$ cat config.mk
export PLATFORM = sky130hd
export DESIGN_NAME = vga_fb_arb_flat
export DESIGN_NICKNAME = d
export VERILOG_FILES = /design/src/rtl/vga_pkg.sv /design/src/rtl/vga_fb_arb_if.sv /design/src/rtl/wr_fifo.sv /design/src/rtl/vga_fb_arb.sv /design/src/flat_wrapper.sv
export SDC_FILE = /design/constraint.sdc
export NUM_CORES = 1
export LEC_CHECK = 0
export CORE_AREA = 2 2 145 147
export DETAILED_ROUTE_END_ITERATION = 6
export DIE_AREA = 0 0 147 149
export SYNTH_ARGS = -nofsm -noshare
export SYNTH_HDL_FRONTEND = slang
export SYNTH_SLANG_ARGS = --single-unit
export TNS_END_PERCENT = 20
$ cat constraint.sdc
create_clock -name vga_clk -period 8.87 [get_ports vga_clk]
set_input_delay 1.774 -clock vga_clk [delete_from_list [all_inputs] [get_ports vga_clk]]
set_output_delay 1.774 -clock vga_clk [all_outputs]
set_load 0.02 [all_outputs]
$ cat src/rtl/vga_pkg.sv
// Shared definitions for the VGA frame-buffer arbiter: port-owner encoding,
// default display geometry and the "no display request" coordinate.
package vga_pkg;

    typedef enum logic [1:0] {
        OWN_IDLE = 2'd0,
        OWN_DISP = 2'd1,
        OWN_WR   = 2'd2,
        OWN_RD   = 2'd3
    } owner_e;

    localparam int         H_ACT_DEF = 640;
    localparam int         V_ACT_DEF = 480;
    localparam logic [9:0] PIX_NONE  = 10'h3FF;

endpackage

$ cat src/rtl/vga_fb_arb_if.sv
// Processing-engine side of the frame-buffer arbiter: posted-write and
// read handshakes plus the read return.
interface vga_fb_arb_if #(
    parameter int AW = 19
);
    logic          wr_valid;
    logic          wr_ready;
    logic [AW-1:0] wr_addr;
    logic [7:0]    wr_data;
    logic          rd_valid;
    logic          rd_ready;
    logic [AW-1:0] rd_addr;
    logic          rd_rvalid;
    logic [7:0]    rd_rdata;

    modport master (
        output wr_valid, wr_addr, wr_data, rd_valid, rd_addr,
        input  wr_ready, rd_ready, rd_rvalid, rd_rdata
    );

    modport slave (
        input  wr_valid, wr_addr, wr_data, rd_valid, rd_addr,
        output wr_ready, rd_ready, rd_rvalid, rd_rdata
    );
endinterface

$ cat src/rtl/wr_fifo.sv
// Posted-write FIFO: synchronous, DEPTH entries (power of 2), W bits wide.
// The head is visible on dout without a read latency; a pushed entry shows
// up at the head no earlier than the following cycle.
module wr_fifo #(
    parameter int DEPTH = 4,
    parameter int W     = 27
) (
    input  logic                     clk,
    input  logic                     rst_n,
    input  logic                     push,
    input  logic [W-1:0]             din,
    input  logic                     pop,
    output logic [W-1:0]             dout,
    output logic                     full,
    output logic                     empty,
    output logic [$clog2(DEPTH):0]   count
);
    localparam int PW = $clog2(DEPTH);

    logic [W-1:0]  r_mem [DEPTH];
    logic [PW-1:0] r_wptr;
    logic [PW-1:0] r_rptr;
    logic [PW:0]   r_count;
    logic          w_push;
    logic          w_pop;

    assign w_push = push && !full;
    assign w_pop  = pop && !empty;
    assign full   = (r_count == (PW+1)'(DEPTH));
    assign empty  = (r_count == '0);
    assign count  = r_count;
    assign dout   = r_mem[r_rptr];

    // Pointer and occupancy bookkeeping; reset drops every queued entry.
    always_ff @(posedge clk) begin
        if (!rst_n) begin
            r_wptr  <= '0;
            r_rptr  <= '0;
            r_count <= '0;
        end else begin
            if (w_push) r_wptr <= r_wptr + 1'b1;
            if (w_pop)  r_rptr <= r_rptr + 1'b1;
            case ({w_push, w_pop})
                2'b10:   r_count <= r_count + 1'b1;
                2'b01:   r_count <= r_count - 1'b1;
                default: r_count <= r_count;
            endcase
        end
    end

    // Entry storage; contents are don't-care until counted as valid.
    always_ff @(posedge clk) begin
        if (w_push) r_mem[r_wptr] <= din;
    end

endmodule

$ cat src/rtl/vga_fb_arb.sv
// Single-port frame-buffer arbiter. Each cycle exactly one owner drives the
// RAM port; the registered owner (r_owner_q) routes the RAM data returned
// one cycle later to the display or to the read-return port.
//
//   owner     | meaning
//   OWN_IDLE  | no access, RAM address/data held, no write
//   OWN_DISP  | display pixel fetch, never stalled
//   OWN_WR    | drain FIFO head to RAM
//   OWN_RD    | engine read, only when no posted write is outstanding
module vga_fb_arb
    import vga_pkg::*;
#(
    parameter int H_ACT    = H_ACT_DEF,
    parameter int V_ACT    = V_ACT_DEF,
    parameter int AW       = 19,
    parameter int WF_DEPTH = 4
) (
    input  logic            vga_clk,
    input  logic            sys_rst_n,
    input  logic [9:0]      pix_x,
    input  logic [9:0]      pix_y,
    output logic [7:0]      pix_data,
    vga_fb_arb_if.slave     pe,
    output logic [AW-1:0]   mem_addr,
    output logic            mem_we,
    output logic [7:0]      mem_wdata,
    input  logic [7:0]      mem_rdata,
    output logic            addr_err
);
    localparam int          CW       = $clog2(WF_DEPTH) + 1;
    localparam logic [AW:0] FB_SIZE  = (AW+1)'(H_ACT * V_ACT);
    localparam logic [31:0] H_STRIDE = 32'(H_ACT);

    owner_e          w_owner;
    owner_e          r_owner_q;
    logic            w_disp_req;
    logic [AW-1:0]   w_disp_addr;
    logic            w_push;
    logic            w_pop;
    logic            w_full;
    logic            w_empty;
    logic [CW-1:0]   w_fifo_cnt;
    logic [AW+7:0]   w_head;
    logic [AW-1:0]   w_head_addr;
    logic [7:0]      w_head_data;
    logic            w_wr_oor;
    logic            w_rd_oor;
    logic            w_rvalid;
    logic [7:0]      w_rdata;
    logic [AW-1:0]   r_addr_hold;
    logic [7:0]      r_wdata_hold;
    logic [7:0]      r_rdata_hold;
    logic            r_rd_oor_q;
    logic            r_addr_err;

    // Row base = y * H_ACT built from the set bits of the stride (640 -> y<<9 + y<<7).
    function automatic logic [AW-1:0] row_base(input logic [9:0] y);
        logic [AW-1:0] acc;
        acc = '0;
        for (int b = 0; b < 32; b++) begin
            if (H_STRIDE[b]) acc = acc + (AW'(y) << b);
        end
        return acc;
    endfunction

    wr_fifo #(
        .DEPTH (WF_DEPTH),
        .W     (AW + 8)
    ) u_fifo (
        .clk   (vga_clk),
        .rst_n (sys_rst_n),
        .push  (w_push),
        .din   ({pe.wr_addr, pe.wr_data}),
        .pop   (w_pop),
        .dout  (w_head),
        .full  (w_full),
        .empty (w_empty),
        .count (w_fifo_cnt)
    );

    assign w_disp_req               = (pix_x != PIX_NONE) && (pix_y != PIX_NONE);
    assign w_disp_addr              = row_base(pix_y) + AW'(pix_x);
    assign {w_head_addr, w_head_data} = w_head;
    assign w_wr_oor                 = ({1'b0, w_head_addr} >= FB_SIZE);
    assign w_rd_oor                 = ({1'b0, pe.rd_addr} >= FB_SIZE);

    // Fixed-priority owner select; reset parks the port in IDLE.
    always_comb begin
        w_owner = OWN_IDLE;
        if (!sys_rst_n)                            w_owner = OWN_IDLE;
        else if (w_disp_req)                       w_owner = OWN_DISP;
        else if (!w_empty)                         w_owner = OWN_WR;
        else if (pe.rd_valid && w_fifo_cnt == '0)  w_owner = OWN_RD;
    end

    assign w_push      = pe.wr_valid && pe.wr_ready;
    assign w_pop       = (w_owner == OWN_WR);
    assign pe.wr_ready = sys_rst_n && !w_full;
    assign pe.rd_ready = (w_owner == OWN_RD);

    // RAM port mux; out-of-range writes still pop but never reach the RAM.
    always_comb begin
        mem_addr  = r_addr_hold;
        mem_wdata = r_wdata_hold;
        mem_we    = 1'b0;
        case (w_owner)
            OWN_DISP: mem_addr = w_disp_addr;
            OWN_WR: begin
                mem_addr  = w_head_addr;
                mem_wdata = w_head_data;
                mem_we    = !w_wr_oor;
            end
            OWN_RD:   mem_addr = pe.rd_addr;
            default:  ;
        endcase
    end

    // Owner history, read-return bookkeeping, sticky range error and IDLE hold values.
    always_ff @(posedge vga_clk) begin
        if (!sys_rst_n) begin
            r_owner_q    <= OWN_IDLE;
            r_rd_oor_q   <= 1'b0;
            r_rdata_hold <= 8'h00;
            r_addr_err   <= 1'b0;
            r_addr_hold  <= '0;
            r_wdata_hold <= 8'h00;
        end else begin
            r_owner_q    <= w_owner;
            r_rd_oor_q   <= (w_owner == OWN_RD) && w_rd_oor;
            r_addr_hold  <= mem_addr;
            r_wdata_hold <= mem_wdata;
            if (w_rvalid) r_rdata_hold <= w_rdata;
            if (((w_owner == OWN_WR) && w_wr_oor) || ((w_owner == OWN_RD) && w_rd_oor))
                r_addr_err <= 1'b1;
        end
    end

    // A reset landing on the return cycle swallows the pending read data.
    assign w_rvalid     = sys_rst_n && (r_owner_q == OWN_RD);
    assign w_rdata      = w_rvalid ? (r_rd_oor_q ? 8'h00 : mem_rdata) : r_rdata_hold;
    assign pe.rd_rvalid = w_rvalid;
    assign pe.rd_rdata  = w_rdata;
    assign pix_data     = (r_owner_q == OWN_DISP) ? mem_rdata : 8'h00;
    assign addr_err     = r_addr_err;

endmodule

$ cat src/flat_wrapper.sv
// flat-port wrapper written by rule: the top's interface ports become plain ports
module vga_fb_arb_flat import vga_pkg::*;
#(
    parameter int H_ACT    = H_ACT_DEF,
    parameter int V_ACT    = V_ACT_DEF,
    parameter int AW       = 19,
    parameter int WF_DEPTH = 4
)
  (vga_clk, sys_rst_n, pix_x, pix_y, pix_data, mem_addr, mem_we, mem_wdata, mem_rdata, addr_err, pe_wr_valid, pe_wr_addr, pe_wr_data, pe_rd_valid, pe_rd_addr, pe_wr_ready, pe_rd_ready, pe_rd_rvalid, pe_rd_rdata);
  vga_fb_arb_if #(.AW(AW)) pe_i ();
  input  logic vga_clk;
  input  logic sys_rst_n;
  input  logic [9:0] pix_x;
  input  logic [9:0] pix_y;
  output logic [7:0] pix_data;
  output logic [AW-1:0] mem_addr;
  output logic mem_we;
  output logic [7:0] mem_wdata;
  input  logic [7:0] mem_rdata;
  output logic addr_err;
  input wire logic [$bits(pe_i.wr_valid)-1:0] pe_wr_valid;
  input wire logic [$bits(pe_i.wr_addr)-1:0] pe_wr_addr;
  input wire logic [$bits(pe_i.wr_data)-1:0] pe_wr_data;
  input wire logic [$bits(pe_i.rd_valid)-1:0] pe_rd_valid;
  input wire logic [$bits(pe_i.rd_addr)-1:0] pe_rd_addr;
  output wire logic [$bits(pe_i.wr_ready)-1:0] pe_wr_ready;
  output wire logic [$bits(pe_i.rd_ready)-1:0] pe_rd_ready;
  output wire logic [$bits(pe_i.rd_rvalid)-1:0] pe_rd_rvalid;
  output wire logic [$bits(pe_i.rd_rdata)-1:0] pe_rd_rdata;
  assign pe_i.wr_valid = pe_wr_valid;
  assign pe_i.wr_addr = pe_wr_addr;
  assign pe_i.wr_data = pe_wr_data;
  assign pe_i.rd_valid = pe_rd_valid;
  assign pe_i.rd_addr = pe_rd_addr;
  assign pe_wr_ready = pe_i.wr_ready;
  assign pe_rd_ready = pe_i.rd_ready;
  assign pe_rd_rvalid = pe_i.rd_rvalid;
  assign pe_rd_rdata = pe_i.rd_rdata;
  vga_fb_arb #(.H_ACT(H_ACT), .V_ACT(V_ACT), .AW(AW), .WF_DEPTH(WF_DEPTH)) u_core (.vga_clk(vga_clk), .sys_rst_n(sys_rst_n), .pix_x(pix_x), .pix_y(pix_y), .pix_data(pix_data), .pe(pe_i), .mem_addr(mem_addr), .mem_we(mem_we), .mem_wdata(mem_wdata), .mem_rdata(mem_rdata), .addr_err(addr_err));
endmodule
==> flow_metrics.py, run 1 <==
metrics = {
    "placement": {
        "place_congestion": 0.884,
        "place_inst": 933,
        "place_ws_ns": 1.84,
        "port_buffers": 125,
        "dpl.hpwl_um": 11800,
    },
    "finish": {
        "drive_gt1_frac": 0.101,
        "multi_input_area_um2": 2630,
        "nFillCells": 1919,
        "diodes": 0,
        "register_area_um2": 4210,
        "final_cells": 965,
        "nNetsFinal": 782,
        "syn2layout_area_growth_pct": 30.4,
    },
    "global_routing": {
        "grt_max_degree": 40,
        "antenna_found_initial": 0,
        "grt_pass1_vias": 5032,
        "track_usage": 0.160,
        "grt_pass1_wl_um": 26800,
        "grt_overflow": 0,
    },
    "logic_synthesis": {
        "synth_flop_cell": "edfxtp_1",
        "synth.distinct_cells": 55,
        "yosys_warnings": 0,
        "synth-edff-count": 108,
        "netlist_area_um2": 7020,
        "synth_nets": 655,
        "syn_inst": 550,
        "avgSynthCellArea_um2": 12.8,
        "synth-seq-cells": 156,
        "seq_area_frac_synth": 0.599,
        "async_flop_share": 0,
    },
    "cts": {
        "h-tree-depth": 4,
        "cts_buffers": 17,
        "cts_buffer_depth": 2,
        "cts_tree": "done",
        "post_cts_resized": 0,
        "post_cts.repair.setup_buffers": 0,
        "cts.sinks": 156,
        "clock_latency_ns": 0.42,
        "cts.reportedPaths.clkPinSlew_ns": 0.06,
        "ctsHoldBuffers": 0,
        "root_buffer": "clkbuf_16",
    },
    "power": {
        "powerDensity_nw_per_um2": 192,
        "p_switching_uw": 411,
        "switching_share": 0.234,
        "seqPwrFrac": 0.461,
        "leakage_nw": 3.26,
        "irDropWorstVdd_mv": 0.128,
        "pwr-share-comb": 0.125,
        "p_clk_frac": 0.414,
        "intPower_mw": 1.35,
    },
    "drt": {
        "routed_wl_um": 16700,
        "first_iter_violations": 410,
        "wl_per_cell_um": 17.3,
        "drtPass1Iterations": 5,
        "via_per_inst": 5.06,
        "drc": 0,
        "vias": 4884,
        "ant_nets": 0,
    },
    "critical_path": {
        "cp-end-kind": "output pin",
        "cp.arrival_ns": 5.25,
        "path_class": "in2out",
        "cp-start-kind": "input port",
        "critPathMaxFanout": 2,
        "cp.required_ns": 7.10,
    },
    "floorplanning": {
        "initial_core_util": 0.342,
        "die_w_um": 147,
        "core_area_um2": 20600,
        "rows": 53,
        "io_pins": 126,
        "fp.dieH_um": 149,
        "die_area_um2": 21900,
    },
    "timing": {
        "final_max_slew_viol_count": 0,
        "period_needed_ns": 7.03,
        "worst_slew_pin_slew_ns": 1.07,
        "final.setup.tns_ns": 0,
        "hold_viol": 0,
        "setup_viol": 0,
        "fmax_mhz": 142,
        "period_share": 0.792,
        "rsz0062_at_grt": "no",
        "finClkSkew_ns": 0.00813,
        "max_slew_margin": 0.283,
        "fin_ws_ns": 1.84,
    },
    "status": {
        "status": "completed",
    },
    "job": {
        "cap_viol_max_count": 0,
    },
    "worst_hold_path": {
        "hold_class": "reg2reg",
    },
}
[worst max-delay path, stage by stage]
cell	delay, ns
clkdlybuf4s50_1	0.50
inv_1	0.07
fa_1	0.60
inv_1	0.06
ha_1	0.28
a21oi_1	0.20
o211ai_1	0.15
or4b_1	0.55
nand3_1	0.11
nand3_1	0.10
a31oi_1	0.21
clkdlybuf4s50_1	0.64
[cells in the final DEF (no fill, tap or decap), types with 10 or more instances in the layout]
| cell | netlist | final |
|---|---|---|
| nand2_1 | 65 | 65 |
| nand3_1 | 21 | 21 |
| a31oi_1 | 16 | 16 |
| nor2_1 | 26 | 26 |
| a22oi_1 | 21 | 21 |
| a21oi_1 | 23 | 23 |
| edfxtp_1 | 108 | 108 |
| mux4_2 | 27 | 27 |
| ha_1 | 24 | 24 |
| nand2b_1 | 10 | 10 |
| inv_1 | 16 | 16 |
| clkbuf_16 | 0 | 17 |
| clkdlybuf4s50_1 | 0 | 125 |
| o21ai_1 | 15 | 15 |
| dfxtp_1 | 48 | 47 |
| and2_1 | 18 | 18 |
[registers in the layout, indices dropped and copies added (netlist names), named ones only]
register and flops:
u_core.u_fifo.r_rptr 2, u_core.u_fifo.r_mem 108, u_core.addr_err 1, u_core.r_rdata_hold 8, u_core.r_owner_q 2, u_core.u_fifo.count 3, u_core.u_fifo.r_wptr 2, u_core.r_wdata_hold 8
u_core.r_addr_hold 19, u_core.r_rd_oor_q 1
[power by group through the flow]
stage          clock [mW]  combinational, mW  sequential, mW
6_report            0.729              0.219           0.811
5_1_grt             0.783              0.240           0.812
4_1_cts             0.749              0.221           0.811
3_5_place_dp            0              0.219           0.826
3_3_place_gp            0              0.216           0.825
2_1_floorplan           0              0.117           0.824
[layout make-up]
type | instances | area share
Tap cell | 275 | 0.0376
Inverter | 18 | 0.00738
Multi-Input combinational cell | 351 | 0.288
Clock buffer | 17 | 0.0465
Clock inverter | 15 | 0.0186
Timing Repair Buffer | 133 | 0.143
Sequential cell | 156 | 0.459
[synth_stat cells, drive strengths merged, types with 4 or more instances]
master / instances / area, um2
a21oi: 23 / 115
nor2: 26 / 97.6
nand3: 21 / 105
and2: 19 / 119
clkbuf: 14 / 53.8
dfxtp: 48 / 961
a31oi: 16 / 100
nand4: 4 / 25.0
ha: 24 / 300
inv: 18 / 67.6
a21o: 5 / 37.5
nand2: 65 / 244
and3: 7 / 43.8
mux4: 27 / 608
edfxtp: 108 / 3240
o21ai: 23 / 115
buf: 11 / 62.6
xor2: 8 / 70.1
nand2b: 10 / 62.6
nor3: 8 / 45.0
a22oi: 21 / 158
[metal layers]
| metal | vias to the layer above | global-route usage | part of all wire |
|---|---|---|---|
| met5 | - | 0 | 0 |
| met4 | 0 | 0.0524 | 0.014 |
| met3 | 18 | 0.0425 | 0.054 |
| met2 | 136 | 0.268 | 0.49 |
| met1 | 2399 | 0.202 | 0.45 |
| li1 | 2331 | - | - |
[cells by family (layout without fill, tap and decap cells)]
family / after synthesis / in the layout / synth area share
AOI/OAI and AO/OA: 109 / 109 / 0.0995
xor gates and xnor gates: 11 / 11 / 0.0137
adders and majority gates: 27 / 27 / 0.0513
buffers and inverters: 43 / 183 / 0.0262
DFF: 156 / 156 / 0.599
muxes: 28 / 28 / 0.0882
and+or+nand+nor: 176 / 176 / 0.122
[per-stage QoR]
step / hold slack (ns) / cell area (um2) / power, mW / util
floorplan: 0.440 / 7020 / 0.941 / -
global placement: 0.446 / 8560 / 1.04 / 0.416
detailed placement: 0.456 / 8560 / 1.05 / 0.416
CTS: 0.465 / 9160 / 1.78 / 0.445
global route: 0.486 / 9160 / 1.84 / 0.445
finish: 0.461 / 9160 / 1.76 / 0.445
[worst paths after layout]
check | startpoint | to | slack, ns | depth (start not counted)
setup / recovery | pix_x[9] | mem_addr[17] | 1.84 | 12
hold / removal | u_core.r_wdata_hold[2] | u_core.r_wdata_hold[2] | 0.46 | 2
setup reg to reg | u_core.u_fifo.count[2] | u_core.r_addr_hold[11] | 6.01 | 5
hold reg to reg | u_core.r_wdata_hold[2] | u_core.r_wdata_hold[2] | 0.46 | 2
No activity file was read; power rests on OpenSTA's default activity.
==> run 2, diff against run 1 <==
- clock period: 8.87 -> 5.9 ns (I/O delays scaled with it)
==> run 2 against run 1 <==
Against the previous run:
- die area stayed put
- power grew 47%
- non-clock buffer count is 8 higher
- largest power group unchanged
- highest routed layer unchanged
==> flow_metrics.py, run 2 (synthesis results as in run 1) <==
metrics = {
    "status": {
        "status": "completed",
    },
    "timing": {
        "hold_viol": 0,
        "worst_slew_pin_slew_ns": 1.10,
        "final.setup.tns_ns": 0,
        "fmax_mhz": 175,
        "finClkSkew_ns": 0.0116,
        "final_max_slew_viol_count": 0,
        "setup_viol": 0,
        "max_slew_margin": 0.259,
        "period_needed_ns": 5.73,
        "period_share": 0.971,
        "rsz0062_at_grt": "no",
    },
    "cts": {
        "cts_buffer_depth": 2,
        "post_cts_resized": 0,
        "cts.sinks": 156,
        "post_cts.repair.setup_buffers": 0,
        "root_buffer": "clkbuf_16",
        "h-tree-depth": 4,
        "clock_latency_ns": 0.43,
        "cts_buffers": 17,
        "ctsHoldBuffers": 0,
        "cts.reportedPaths.clkPinSlew_ns": 0.06,
        "cts_tree": "done",
    },
    "finish": {
        "stdcell_area_um2": 9200,
        "multi_input_area_um2": 2630,
        "mostFrequentLayoutCells": "124 x clkdlybuf4s50_1, 108 x edfxtp_1, 65 x nand2_1, 47 x dfxtp_1, 27 x mux4_2",
        "final_core_utilization": 0.447,
        "nNetsFinal": 790,
        "final_cells": 975,
        "top_regs": "u_core.u_fifo.r_mem x108, u_core.r_addr_hold x19",
        "drive_gt1_frac": 0.119,
        "syn2layout_area_growth_pct": 31.0,
        "nFillCells": 1936,
        "final_common_cell": "clkdlybuf4s50_1",
        "register_area_um2": 4210,
        "largest_reg_flops": 108,
        "top_register": "u_core.u_fifo.r_mem",
    },
    "critical_path": {
        "cp-start-kind": "input port",
        "cp-end-kind": "output pin",
        "reg2reg_slack_ns": 3.35,
        "rr_worst_depth": 6,
        "path_class": "in2out",
        "cp.required_ns": 4.72,
        "cp.arrival_ns": 4.55,
        "critPathMaxFanout": 3,
        "reg2reg_to": "u_core.addr_err",
    },
    "floorplanning": {
        "rows": 53,
        "die_area_um2": 21900,
        "io_pins": 126,
        "initial_core_util": 0.342,
        "core_area_um2": 20600,
        "fp.dieH_um": 149,
        "die_w_um": 147,
    },
    "placement": {
        "dpl_cell_area_um2": 8620,
        "dpl.hpwl_um": 12200,
        "place_congestion": 0.880,
        "place_inst": 941,
        "port_buffers": 125,
    },
    "global_routing": {
        "grt_pass1_wl_um": 27000,
        "grt_overflow": 0,
        "antenna_found_initial": 2,
        "grt_pass1_vias": 5170,
        "grt_max_degree": 39,
        "track_usage": 0.160,
    },
    "drt": {
        "vias": 4914,
        "first_iter_violations": 282,
        "drc": 0,
        "wl_per_cell_um": 17.4,
        "drtPass1Iterations": 4,
        "ant_nets": 0,
        "routed_wl_um": 17000,
        "via_per_inst": 5.04,
    },
    "power": {
        "powerDensity_nw_per_um2": 281,
        "irDropWorstVdd_mv": 0.205,
        "intPower_mw": 1.94,
        "pwr-share-comb": 0.128,
        "p_clk_frac": 0.402,
        "switching_share": 0.250,
        "p_switching_uw": 646,
        "leakage_nw": 3.30,
        "seqPwrFrac": 0.471,
    },
    "worst_hold_path": {
        "holdPathStages": 2,
        "min_from": "u_core.r_wdata_hold[2]",
        "min_to": "u_core.r_wdata_hold[2]",
        "hold_class": "reg2reg",
    },
    "job": {
        "cap_viol_max_count": 0,
    },
}
## run 2: worst max path at each step
| stage | startpoint | endpoint | slack [ns] | depth (start not counted) |
|---|---|---|---|---|
| final | pix_y[0] | mem_addr[15] | 0.17 | 12 |
| after global routing | pix_y[0] | mem_addr[16] | 0.01 | 11 |
| after floorplan | pix_x[9] | mem_addr[17] | 1.17 | 10 |
| after global placement | pix_x[9] | mem_addr[17] | 0.16 | 12 |
| after detailed placement | pix_y[0] | mem_addr[17] | 0.08 | 12 |
| after CTS | pix_y[0] | mem_addr[17] | 0.07 | 12 |
## run 2: area by class of cell
cell class / instances / share of cell area
Timing Repair Buffer: 141 / 0.149
Tap cell: 275 / 0.0374
Antenna cell: 2 / 0.000544
Clock inverter: 14 / 0.0131
Multi-Input combinational cell: 351 / 0.286
Clock buffer: 18 / 0.0490
Inverter: 18 / 0.00734
Sequential cell: 156 / 0.457
## run 2: power groups by stage
stage | registers (mW) | logic (mW) | clock network [mW]
after detailed placement | 1.24 | 0.330 | 0
after CTS | 1.22 | 0.331 | 1.07
final | 1.22 | 0.330 | 1.04
after floorplan | 1.24 | 0.175 | 0
after global routing | 1.22 | 0.360 | 1.12
after global placement | 1.24 | 0.322 | 0
## run 2: per-layer routing
layer,track usage,part of all wire,vias up
met1,0.196,0.42,2412
met2,0.275,0.50,131
met5,0,0,-
met3,0.0505,0.059,17
li1,-,-,2354
met4,0.0447,0.014,0
## run 2: critical path, cell delays in order
cell	delay (ns)
clkdlybuf4s50_1	0.53
inv_1	0.08
fa_1	0.59
inv_1	0.06
ha_1	0.28
a21oi_1	0.18
o211ai_1	0.16
nor2_1	0.19
o21ai_0	0.14
a32o_1	0.29
nor3_1	0.23
clkdlybuf4s50_1	0.65
## run 2: per-stage QoR
step | hold slack [ns] | total power [mW] | worst slack [ns]
after floorplan | 0.440 | 1.41 | 1.17
after global placement | 0.447 | 1.56 | 0.159
after detailed placement | 0.453 | 1.57 | 0.0792
after CTS | 0.462 | 2.62 | 0.0723
after global routing | 0.488 | 2.70 | 0.00995
final | 0.461 | 2.59 | 0.170
==> run 3, diff against run 2 <==
- CORE_AREA: 2 2 145 147 -> 4 4 147 149
- DIE_AREA: 0 0 147 149 -> 0 0 151 153
==> run 3 against run 2 <==
Against the previous run:
- power rose by 1.7%
- die area rose by 5.5%
- critical path depth is the same
- combinational power is essentially flat
- setup slack better by 0.24 ns
- count of clock-buffer cells in the layout is 1 lower
- clock power increased by 4%
- largest power group unchanged
- sequential share of layout area did not move
- register-to-register slack improved by 0.08 ns
- final area stayed put
- non-clock buffer count is 1 lower
- critical path type unchanged
- clock skew barely moved
==> flow_metrics.py, run 3 (synthesis results as in run 1) <==
metrics = {
    "floorplanning": {
        "core_area_um2": 20200,
        "die_w_um": 151,
        "io_pins": 126,
        "rows": 52,
        "die_area_um2": 23100,
        "initial_core_util": 0.348,
        "fp.dieH_um": 153,
    },
    "timing": {
        "final.setup.tns_ns": 0,
        "rsz0062_at_grt": "no",
        "final_max_slew_viol_count": 0,
        "worst_slew_pin_slew_ns": 1.08,
        "finClkSkew_ns": 0.0118,
        "period_share": 0.931,
        "max_slew_margin": 0.277,
        "setup_viol": 0,
        "fin_ws_ns": 0.406,
        "period_needed_ns": 5.49,
        "hold_viol": 0,
        "fmax_mhz": 182,
    },
    "job": {
        "cap_viol_max_count": 0,
    },
    "finish": {
        "top_register": "u_core.u_fifo.r_mem",
        "top_regs": "u_core.u_fifo.r_mem x108, u_core.r_addr_hold x19",
        "drive_gt1_frac": 0.118,
        "syn2layout_area_growth_pct": 31.0,
        "nNetsFinal": 789,
        "mostFrequentLayoutCells": "123 x clkdlybuf4s50_1, 108 x edfxtp_1, 65 x nand2_1, 47 x dfxtp_1, 27 x mux4_2",
        "largest_reg_flops": 108,
        "final_common_cell": "clkdlybuf4s50_1",
        "diodes": 0,
        "final_cells": 967,
    },
    "cts": {
        "cts_buffer_depth": 2,
        "root_buffer": "clkbuf_16",
        "ctsHoldBuffers": 0,
        "cts_buffers": 17,
        "cts.sinks": 156,
        "post_cts.repair.setup_buffers": 0,
        "cts.reportedPaths.clkPinSlew_ns": 0.06,
        "cts_tree": "done",
        "h-tree-depth": 4,
        "clock_latency_ns": 0.42,
    },
    "drt": {
        "routed_wl_um": 17200,
        "drtPass1Iterations": 5,
        "ant_nets": 0,
        "vias": 4924,
        "drc": 0,
        "first_iter_violations": 319,
        "wl_per_cell_um": 17.8,
        "via_per_inst": 5.09,
    },
    "placement": {
        "place_congestion": 0.869,
        "port_buffers": 125,
        "dpl.hpwl_um": 12400,
        "place_inst": 935,
        "place_ws_ns": 0.101,
    },
    "power": {
        "power_mw": 2.63,
        "powerDensity_nw_per_um2": 286,
        "irDropWorstVdd_mv": 0.215,
        "leakage_nw": 3.31,
    },
    "critical_path": {
        "reg2reg_slack_ns": 3.43,
        "cp.required_ns": 4.72,
        "cp-start-kind": "input port",
        "cp-end-kind": "output pin",
        "path_class": "in2out",
        "critPathMaxFanout": 4,
        "cp.arrival_ns": 4.31,
    },
    "global_routing": {
        "grt_pass1_wl_um": 27400,
        "antenna_found_initial": 0,
        "grt_pass1_vias": 5186,
        "track_usage": 0.153,
        "grt_max_degree": 28,
        "grt_overflow": 0,
    },
    "status": {
        "status": "completed",
    },
    "worst_hold_path": {
        "hold_class": "reg2reg",
    },
}
==> run 3: layout make-up <==
class                      count  area [um2]
timing repair buffer         140        1370
multi-input combinational    351        2630
fill                        1839       11000
tap                          270         338
sequential                   156        4210
inverter                      18        67.6
clock buffer                  17         425
clock inverter                15         161
==> run 3: repair_timing <==
item,in CTS,in global routing
hold endpoints to repair,0,0
gates resized for setup,0,2
setup endpoints to repair,0,2
==> run 3: power by group <==
part / switching, mW / total [mW] / internal, mW / leakage [nW]
Combinational: 0.173 / 0.330 / 0.156 / 1.65
Sequential: 0.0123 / 1.22 / 1.21 / 1.37
Clock: 0.451 / 1.08 / 0.631 / 0.289
Total: 0.637 / 2.63 / 1.99 / 3.31
==> run 3: per-layer routing <==
layer	track usage	routed length, um
met2	0.251	8350
met5	0	0
met4	0.0522	313
met1	0.194	7440
met3	0.0426	1140
==> run 3: critical path, stage by stage <==
cell and delay, ns:
clkdlybuf4s50_1 0.52, inv_1 0.07, fa_1 0.38, inv_1 0.06
ha_1 0.26, nor2b_1 0.16, o2111ai_1 0.22, nand2_1 0.11
o41ai_1 0.33, xor2_1 0.15, a21oi_1 0.23, clkdlybuf4s50_1 0.65
==> run 3: through the flow <==
stage / hold WS [ns] / util / instance area, um2
global route: 0.497 / 0.456 / 9200
CTS: 0.470 / 0.456 / 9190
detailed placement: 0.461 / 0.427 / 8610
finish: 0.468 / 0.456 / 9200
floorplan: 0.440 / - / 7020
global placement: 0.446 / 0.427 / 8610
==> run 3: path summary, 6_finish.rpt <==
kind	from	endpoint	cells past startpoint
max	pix_y[0]	mem_addr[16]	12
max reg2reg	flip-flop	u_core.addr_err	6
min	u_core.r_wdata_hold[0]	u_core.r_wdata_hold[0]	2
min reg2reg	u_core.r_wdata_hold[0]	u_core.r_wdata_hold[0]	2
